**config.mk**
```make
export PLATFORM = sky130hd
export DESIGN_NAME = extend_arbiter
export DESIGN_NICKNAME = d
export VERILOG_FILES = /design/src/rtl/extend_pkg.sv /design/src/rtl/ext_unit.sv /design/src/rtl/extend_arbiter.sv
export SDC_FILE = /design/constraint.sdc
export NUM_CORES = 1
export LEC_CHECK = 0
export ABC_AREA = 0
export CAP_MARGIN = 15
export CORE_AREA = 2 2 39 41
export DETAILED_ROUTE_END_ITERATION = 8
export DIE_AREA = 0 0 41 43
export GPL_TIMING_DRIVEN = 0
export MAX_ROUTING_LAYER = met4
export PLACE_DENSITY = 0.72
export SLEW_MARGIN = 20
export SYNTH_ARGS = -nofsm -noshare
export SYNTH_HDL_FRONTEND = slang
export SYNTH_SLANG_ARGS = --single-unit
```
**constraint.sdc**
```tcl
create_clock -name clk -period 1.52 [get_ports clk]
set_input_delay 0.38 -clock clk [delete_from_list [all_inputs] [get_ports clk]]
set_output_delay 0.38 -clock clk [all_outputs]
set_load 0.03 [all_outputs]
```
**src/rtl/extend_pkg.sv**
```systemverilog
// extend_pkg: shared widths, output-register states and extension modes for extend_arbiter
package extend_pkg;
  localparam int IN_W_DEF  = 4;
  localparam int OUT_W_DEF = 8;
  typedef enum logic [0:0] {
    ST_EMPTY = 1'b0,
    ST_FULL  = 1'b1
  } state_t;
  localparam logic EXT_ZERO = 1'b0;
  localparam logic EXT_SIGN = 1'b1;
endpackage

```
**src/rtl/ext_unit.sv**
```systemverilog
// ext_unit: combinational IN_W-to-OUT_W zero/sign extender
module ext_unit
  import extend_pkg::*;
#(
  parameter int IN_W  = IN_W_DEF,
  parameter int OUT_W = OUT_W_DEF
) (
  input  logic [IN_W-1:0]  d,
  input  logic             sext,
  output logic [OUT_W-1:0] q
);
  logic w_fill;
  // upper bits copy the MSB only in sign mode
  always_comb begin
    w_fill = (sext == EXT_SIGN) ? d[IN_W-1] : 1'b0;
    q = {{(OUT_W-IN_W){w_fill}}, d};
  end
endmodule

```
**src/rtl/extend_arbiter.sv**
```systemverilog
// extend_arbiter: round-robin arbiter sharing one extension unit, with a single-entry output register
module extend_arbiter
  import extend_pkg::*;
#(
  parameter int NUM_REQ = 2,
  parameter int IN_W    = IN_W_DEF,
  parameter int OUT_W   = OUT_W_DEF,
  localparam int ID_W   = $clog2(NUM_REQ)
) (
  input  logic                    clk,
  input  logic                    rst,
  input  logic [NUM_REQ-1:0]      req_valid,
  input  logic [NUM_REQ*IN_W-1:0] req_data,
  input  logic [NUM_REQ-1:0]      req_sext,
  output logic [NUM_REQ-1:0]      req_ready,
  output logic                    out_valid,
  output logic [OUT_W-1:0]        out_data,
  output logic [ID_W-1:0]         out_id,
  input  logic                    out_ready
);
  state_t            r_state;
  logic [ID_W-1:0]   r_ptr;
  logic [OUT_W-1:0]  r_data;
  logic [ID_W-1:0]   r_id;
  logic              w_any;
  logic              w_grant;
  logic [ID_W-1:0]   w_win;
  logic [ID_W-1:0]   w_ptr_next;
  logic [IN_W-1:0]   w_d;
  logic              w_sext;
  logic [OUT_W-1:0]  w_ext;
  assign out_valid = (r_state == ST_FULL);
  assign out_data  = r_data;
  assign out_id    = r_id;
  // scan downward from the farthest candidate so the one nearest r_ptr is written last and wins
  always_comb begin
    w_any = 1'b0;
    w_win = '0;
    for (int k = NUM_REQ - 1; k >= 0; k--) begin
      if (req_valid[(int'(r_ptr) + k) % NUM_REQ]) begin
        w_any = 1'b1;
        w_win = ID_W'((int'(r_ptr) + k) % NUM_REQ);
      end
    end
  end
  // grant only when the output slot is free or draining; never while in reset
  always_comb begin
    w_grant    = !rst && w_any && (!out_valid || out_ready);
    req_ready  = w_grant ? (NUM_REQ'(1) << w_win) : '0;
    w_ptr_next = (w_win == ID_W'(NUM_REQ - 1)) ? '0 : w_win + ID_W'(1);
    w_d        = req_data[w_win*IN_W +: IN_W];
    w_sext     = req_sext[w_win];
  end
  ext_unit #(
    .IN_W (IN_W),
    .OUT_W(OUT_W)
  ) u_ext (
    .d   (w_d),
    .sext(w_sext),
    .q   (w_ext)
  );
  // output register loads on a grant, drains on accept, and advances the pointer past the winner
  always_ff @(posedge clk) begin
    if (rst) begin
      r_state <= ST_EMPTY;
      r_ptr   <= '0;
      r_data  <= '0;
      r_id    <= '0;
    end else if (w_grant) begin
      r_state <= ST_FULL;
      r_ptr   <= w_ptr_next;
      r_data  <= w_ext;
      r_id    <= w_win;
    end else if (out_ready) begin
      r_state <= ST_EMPTY;
    end
  end
endmodule

```
* Word-level counts from Yosys, hierarchy flattened
Index checks and enable logic that the tools add are counted.
W data, S select, Z words.
** Cells by class
- Reductions and logical operators :: 6
- Shifts and indexed selects :: 2
- Order comparisons :: 3
- Add/subtract/negate cells :: 2
- Multiplexer cells :: 16
- Bitwise operators :: 1
** Operators with widths (number)
- $mux W1 :: 15
- $shiftx A8 B4 Y4 :: 1
- $lt A1 B2 Y1 const B :: 2
- $lt A2 B3 Y1 const B :: 1
- $add A1 B1 Y1 const B :: 2
- $logic_and A1 B1 Y1 :: 2
- $logic_not A1 Y1 :: 2
- $mux W2 :: 1
- $reduce_bool A2 Y1 :: 1
- $shl A1 B1 Y2 const A :: 1
- $and A1 B1 Y1 const A :: 1
- $logic_or A1 B1 Y1 :: 1
** Word-level totals
- Logic and storage cells :: 34
- Bits in registers :: 8
- Bits of input ports :: 15
- Output and inout port bits :: 12

* Logic depth before layout (Yosys ltp)
Gate-level depths: netlist of run 1.
- Word-level depth :: 10
- Mapped depth :: 3
- Depth with buffers taken out :: 3

* Modules after synthesis
A second synthesis of run 1 with hierarchy kept.
** Unflattened totals
- Cell total of the unflattened synthesis :: 69
- Area, all modules :: 619.3 um^2
** Modules (own cells, without submodules)
- extend_arbiter :: cells each 60, instances 1, area an instance 553.0 um^2, seq. area each 220.2 um^2
- ext_unit :: cells each 9, instances 1, area an instance 66.3 um^2, seq. area each 0.0 um^2

* Least setup slack after synthesis of run 1
No wires, ideal clock.
- Path type :: register -> output
- Start :: register r_state, in the netlist out_valid
- End :: output port req_ready[1]
- Slack :: -0.038 ns
- Required time :: 1.140 ns
- Buffers on the path :: 0
- Arrival time :: 1.178 ns
- Stages on the path, launching flop included :: 3
- Cell sequence :: dfxtp_1 > and2b_1 > nor4_4
** Between the ends
- Cells in the longest elaborated chain, start to end :: 4
** Ends and longest elaborated chain
- start, declared :: line extend_arbiter.sv:21 : state_t r_state;
- start signal, assigned :: line extend_arbiter.sv:65 : r_state <= ST_EMPTY;
- start signal, assigned :: line extend_arbiter.sv:70 : r_state <= ST_FULL;
- start signal, assigned :: line extend_arbiter.sv:75 : r_state <= ST_EMPTY;
- $logic_not A1 Y1 :: line extend_arbiter.sv:48 : w_grant = !rst && w_any && (!out_valid || out_ready);
- $logic_or A1 B1 Y1 :: line extend_arbiter.sv:48
- $logic_and A1 B1 Y1 :: line extend_arbiter.sv:48
- $mux W2 :: line extend_arbiter.sv:49 : req_ready = w_grant ? (NUM_REQ'(1) << w_win) : '0;
- end, declared :: line extend_arbiter.sv:15 : output logic [NUM_REQ-1:0] req_ready,
Every way passes these cells.

* Final worst setup path of run 1
- Start :: register r_ptr
- End :: output port req_ready[1]
** Between the ends
- Cells in the longest elaborated chain, start to end :: 9
- Elaborated cells on any way between the ends :: 14
- Classes of those cells :: add/sub: 1; shift: 1; mux: 10; reduce/logical: 2
** Ends and longest elaborated chain
- start, declared :: line extend_arbiter.sv:22 : logic [ID_W-1:0] r_ptr;
- start signal, assigned :: line extend_arbiter.sv:71 : r_ptr <= w_ptr_next;
- $add A1 B1 Y1 :: line extend_arbiter.sv:40, extend_arbiter.sv:42
- $mux W1 (not written as such) (3 in series) :: line extend_arbiter.sv:40 : if (req_valid[(int'(r_ptr) + k) % NUM_REQ]) begin
- $mux W1 (2 in series) :: line extend_arbiter.sv:40
- $logic_and A1 B1 Y1 (2 in series) :: line extend_arbiter.sv:48
- $mux W2 * :: line extend_arbiter.sv:49
Every way passes the cells marked *; elsewhere a longest branch is shown, timed or not. The select of a mux whose other input is x is not followed.

==> flow_summary.toml, run 1 <==
[yosys]
syn-num-nets = 60
ys_seq_elements = 8
synth.distinct_cells = 21
netlist_area_um2 = 428
syn_avg_cell_area_um2 = 9.51
ys_warn_count = 0
syn_inst = 45
ys_seq_area_share_pct = 37.4

[setup_path]
worstSetupStartpoint = "r_ptr"
arrival_ns = 1.36
crit_end = "req_ready[1]"
critPathCaptureType = "primary output"
r2r_start = "r_ptr"
criticalPathCategory = "flip-flop to primary output"
required_ns = 1.14
rr_worst_depth = 5
timing.rr.end = "out_data[1]"
startpoint_type = "flip-flop"
rrSetupSlack_ns = 0.20
worstPathMaxFanout = 3

[finish]
fin_nets = 98
fin_cells = 97
area_growth_syn_to_layout_pct = 79.5
final_core_util_pct = 55.5
drive_above_1_share_pct = 35.8
diodes = 0

[timing]
rsz0062_at_grt = "true"
slew_viol_final = 0
final.setup_skew_ns = 0.00305
hold_violations = 0
finalSetupViolations = 1
slew_headroom_pct = 79.4
worst_pin_slew_ns = 0.310
whs_ns = 0.427
max_freq_mhz = 575
fin_crit_sh_pct = 114
finalCriticalPeriod_ns = 1.74
setup_ws_ns = -0.219

[hold_path]
hold-path-cell-count = 2
worstHoldPathType = "input pin to flip-flop"

[place]
dp_slack_ns = -1.07
hpwl_um = 848
portBuffers = 26
routabilityCongestion = 0.796
placedCellCount = 87

[routing]
wl_met2_um = 556
viasPerCell = 5.20
drtIter0Drc = 8
drcViolationCount = 0
drtAntennaViolNets = 0
wirelength_um = 1160
wl_met1_um = 480
vias = 504
firstDrtPassIters = 4
dr.max_layer_used = "met4"
wl_per_cell_um = 12.0
met3WireLength_um = 95

[global_routing]
grt_pass1_vias = 456
grt_pass1_wl_um = 1950
antenna_found_initial = 0
track_usage_pct = 16.7
grt_max_degree = 8
grt.overflow.total = 0

[floorplanning]
die_x_um = 41
ioPinCount = 27
die_y_um = 43
rows = 14
fp.dieArea_mm2 = 0.00176
core_mm2 = 0.00138
start_util_pct = 30.9

[power]
powerDensity_mw_per_mm2 = 801
ir_worst_vdd_mv = 0.544
total_leakage_power_uw = 0.000387
power_uw = 616

[job]
maxCapViolCount = 0

[clock_tree]
cts_hold_buf = 0
clk_latency_ns = 0.26
clk_pin_slew_ns = 0.06
cts.sinks = 8
clockBufferDepth = 2
cts_max_level = 1
cts_tree = "built"
cts_root_buf = "clkbuf_4"
numCtsBuffers = 3

[status]
failed_checks = "negative setup slack"
outcome = "finished, violations left"
-- stage by stage --
| stage | setup TNS [ns] | instance area [um2] |
|---|---|---|
| detailed placement | -3.21 | 708 |
| global placement | -3.29 | 708 |
| floorplan | -0.0384 | 428 |
| CTS | -0.217 | 747 |
| global route | -0.260 | 768 |
| finish | -0.219 | 768 |
-- cells in the mapped netlist, drive strengths merged --
cell / instances / area (um2)
a221o: 3 / 30.0
nand4: 1 / 6.26
o211a: 3 / 30.0
nand2: 1 / 11.3
o21ai: 3 / 15.0
or2: 1 / 6.26
a21oi: 3 / 15.0
a31oi: 2 / 12.5
inv: 3 / 11.3
and2b: 2 / 15.0
o211ai: 1 / 7.51
nor3: 1 / 5.00
a311oi: 2 / 17.5
dfxtp: 8 / 160
buf: 3 / 22.5
nand2b: 2 / 12.5
nand3: 2 / 10.0
and4: 1 / 11.3
nor4: 1 / 21.3
nor2: 2 / 7.51
-- where the power goes --
part           total (uW)  switching [uW]  internal [uW]
Sequential            239            11.2            228
Clock                 166            75.3           90.6
Combinational         211             109            102
Total                 616             195            420
-- logic make-up after synthesis --
kind of cell / Yosys count / share of synthesized area (%)
buffers and inverters: 6 / 7.89
flip-flops: 8 / 37.4
AO/OA/AOI/OAI: 17 / 29.8
AND/OR/NAND/NOR: 14 / 24.9
-- registers in the layout, summed over array words and instances, names as in the netlist --
name,flops
out_data,5
out_id,1
out_valid,1
r_ptr,1
-- critical path, stage by stage (launching register included) --
cell	delay (ns)
dfxtp_4	0.34
and2b_2	0.24
nor4_4	0.30
buf_4	0.21
-- layout make-up --
class	instances	area (um2)
well taps	16	20.0
repair buffers	33	283
clock buffers	3	22.5
flip-flops and latches	8	164
inverters	3	11.3
fillers	132	616
multi-input cells	31	245
plain buffers	3	22.5
-- worst min path at each step --
stage / end / slack (ns) / start
2_1_floorplan: out_id / 0.45 / rst
3_3_place_gp: out_id / 0.47 / out_id
3_5_place_dp: out_id / 0.48 / out_id
4_1_cts: out_id / 0.48 / out_id
5_1_grt: out_data[4] / 0.45 / rst
6_report: out_id / 0.43 / rst
-- cell usage in the layout, fill, tap and decap left out, drive strengths merged, types with 3 or more instances in the layout --
master	count
a21oi	3
a221o	3
clkdlybuf4s50	10
dlygate4sd2	8
inv	3
buf	12
o211a	3
dfxtp	8
clkbuf	7
o21ai	3
-- routing by layer --
metal | vias to the layer above | global-route usage [%]
met5 | - | -
met2 | 25 | 23.8
met3 | 4 | 4.19
li1 | 247 | -
met1 | 228 | 20.5
met4 | 0 | 10.0
-- what timing repair did --
action / CTS / global route
gates resized for setup: 35 / 10
pin swaps: 1 / 2
setup buffers: 3 / 4
endpoints found under the setup margin: 15 / 4
gates cloned: 0 / 0
Power figures use the tool's default switching activity.
==> inputs of run 2 (changes only) <==
--- a/config.mk
+++ b/config.mk
@@ -8,6 +8,7 @@
 export ABC_AREA = 0
 export CAP_MARGIN = 15
 export CORE_AREA = 2 2 39 41
+export CTS_BUF_LIST = sky130_fd_sc_hd__clkbuf_8
 export DETAILED_ROUTE_END_ITERATION = 8
 export DIE_AREA = 0 0 41 43
 export GPL_TIMING_DRIVEN = 0
==> constraint.sdc (replaced) <==
create_clock -name clk -period 1.8 [get_ports clk]
set_input_delay 0.45 -clock clk [delete_from_list [all_inputs] [get_ports clk]]
set_output_delay 0.45 -clock clk [all_outputs]
set_load 0.03 [all_outputs]
==> run 2 against run 1 <==
Against the previous run: clock power grew 31%; first-iteration DRC count is 13% higher; final cell count shrank 1.0%; sequential share of layout area shrank 0.57 points; sequential power fell by 15%; the run now ends clean; hold slack improved by 0.057 ns; critical endpoint is now req_ready[0]; highest routed layer is now met3; routed wire length grew 6.1%; total power fell by 1.7%; combinational power is 11% lower; via count decreased by 2.0%.
==> flow_summary.toml, run 2 (synthesized netlist as in run 1, its figures left out) <==
[clock_tree]
numCtsBuffers = 3
cts.sinks = 8
cts_root_buf = "clkbuf_8"
cts_max_level = 1
clockBufferDepth = 2
clk_latency_ns = 0.23
clk_pin_slew_ns = 0.05
cts_tree = "built"

[finish]
area_growth_syn_to_layout_pct = 84.5
mostFrequentLayoutCell = "clkdlybuf4s50_1"
mostFrequentLayoutCells = "clkdlybuf4s50_1, buf_4, dfxtp_1"
drive_above_1_share_pct = 32.5
largest_reg_flops = 5
fin_nets = 97
final_core_util_pct = 57.1
diodes = 0

[setup_path]
startpoint_type = "input pin"
worstPathMaxFanout = 6
criticalPathCategory = "input pin to primary output"
arrival_ns = 1.31
rr_worst_depth = 5
required_ns = 1.35
critPathCaptureType = "primary output"

[timing]
finalCriticalPeriod_ns = 1.76
slew_headroom_pct = 78.6
slew_viol_final = 0
setup_ws_ns = 0.0382
whs_ns = 0.484
fin_tns_setup_ns = 0
finalSetupViolations = 0
rsz0062_at_grt = "false"
worst_pin_slew_ns = 0.320
hold_violations = 0
fin_crit_sh_pct = 97.9
max_freq_mhz = 568
final.setup_skew_ns = 0.00692

[floorplanning]
fp.dieArea_mm2 = 0.00176
die_y_um = 43
rows = 14
die_x_um = 41
start_util_pct = 30.9
ioPinCount = 27
core_mm2 = 0.00138

[routing]
viasPerCell = 5.15
drcViolationCount = 0
firstDrtPassIters = 3
drtAntennaViolNets = 0
drtIter0Drc = 9
wirelength_um = 1240
wl_per_cell_um = 12.9
vias = 494

[place]
routabilityCongestion = 0.806
dp_slack_ns = -0.953
portBuffers = 26
hpwl_um = 862

[global_routing]
antenna_found_initial = 0
grt_pass1_vias = 482
grt_max_degree = 8
grt_pass1_wl_um = 2010
track_usage_pct = 16.9
grt.overflow.total = 0

[status]
outcome = "completed"

[power]
total_leakage_power_uw = 0.000367
ir_worst_vdd_mv = 0.414
powerDensity_mw_per_mm2 = 767

[job]
maxCapViolCount = 0

[hold_path]
worstHoldPathType = "flip-flop to flip-flop"
hold-path-cell-count = 2
[run 2: report_power, final]
part	leakage (uW)	internal, uW	switching (uW)
registers	0.0000669	193	8.65
logic	0.000279	93.2	93.8
clock network	0.0000216	145	71.6
total	0.000367	431	174
[run 2: layout make-up]
class	count	area, um2
inverter	3	11.3
sequential	8	164
timing repair buffer	32	290
fill	133	594
multi-input combinational	31	240
clock buffer	3	41.3
tap	16	20.0
buffer	3	22.5
[run 2: timing repair]
item                                   in CTS  in global routing
hold buffers                                0                  0
resized for setup                          23                 10
endpoints found under the hold margin       0                  0
setup buffers                               3                  3
pin swaps                                   1                  1
setup endpoints to repair                   5                  2
[run 2: layer usage]
metal	track usage (%)	vias up	part of all wire, %	wire length, um
met1	20.6	225	43	526
met2	25.6	22	51	636
met4	6.00	0	0	0
met3	4.71	0	5.8	72
met5	-	-	0	0
li1	-	247	-	-
[run 2: stage by stage]
stage,std cells,instance area (um2),total power [uW]
global route,96,790,631
finish,96,790,605
floorplan,45,428,298
CTS,93,763,600
global placement,87,708,381
detailed placement,87,708,383
[run 2: worst paths after layout]
| check | startpoint | to | slack (ns) |
|---|---|---|---|
| max | out_ready | req_ready[0] | 0.04 |
| min reg2reg | out_id | out_id | 0.48 |
| min | out_id | out_id | 0.48 |
| max reg2reg | r_ptr | out_data[0] | 0.49 |
[run 2: critical path, stage by stage]
cell	delay, ns
dlygate4sd2_1	0.23
nand2b_2	0.23
and4_4	0.22
clkbuf_4	0.18
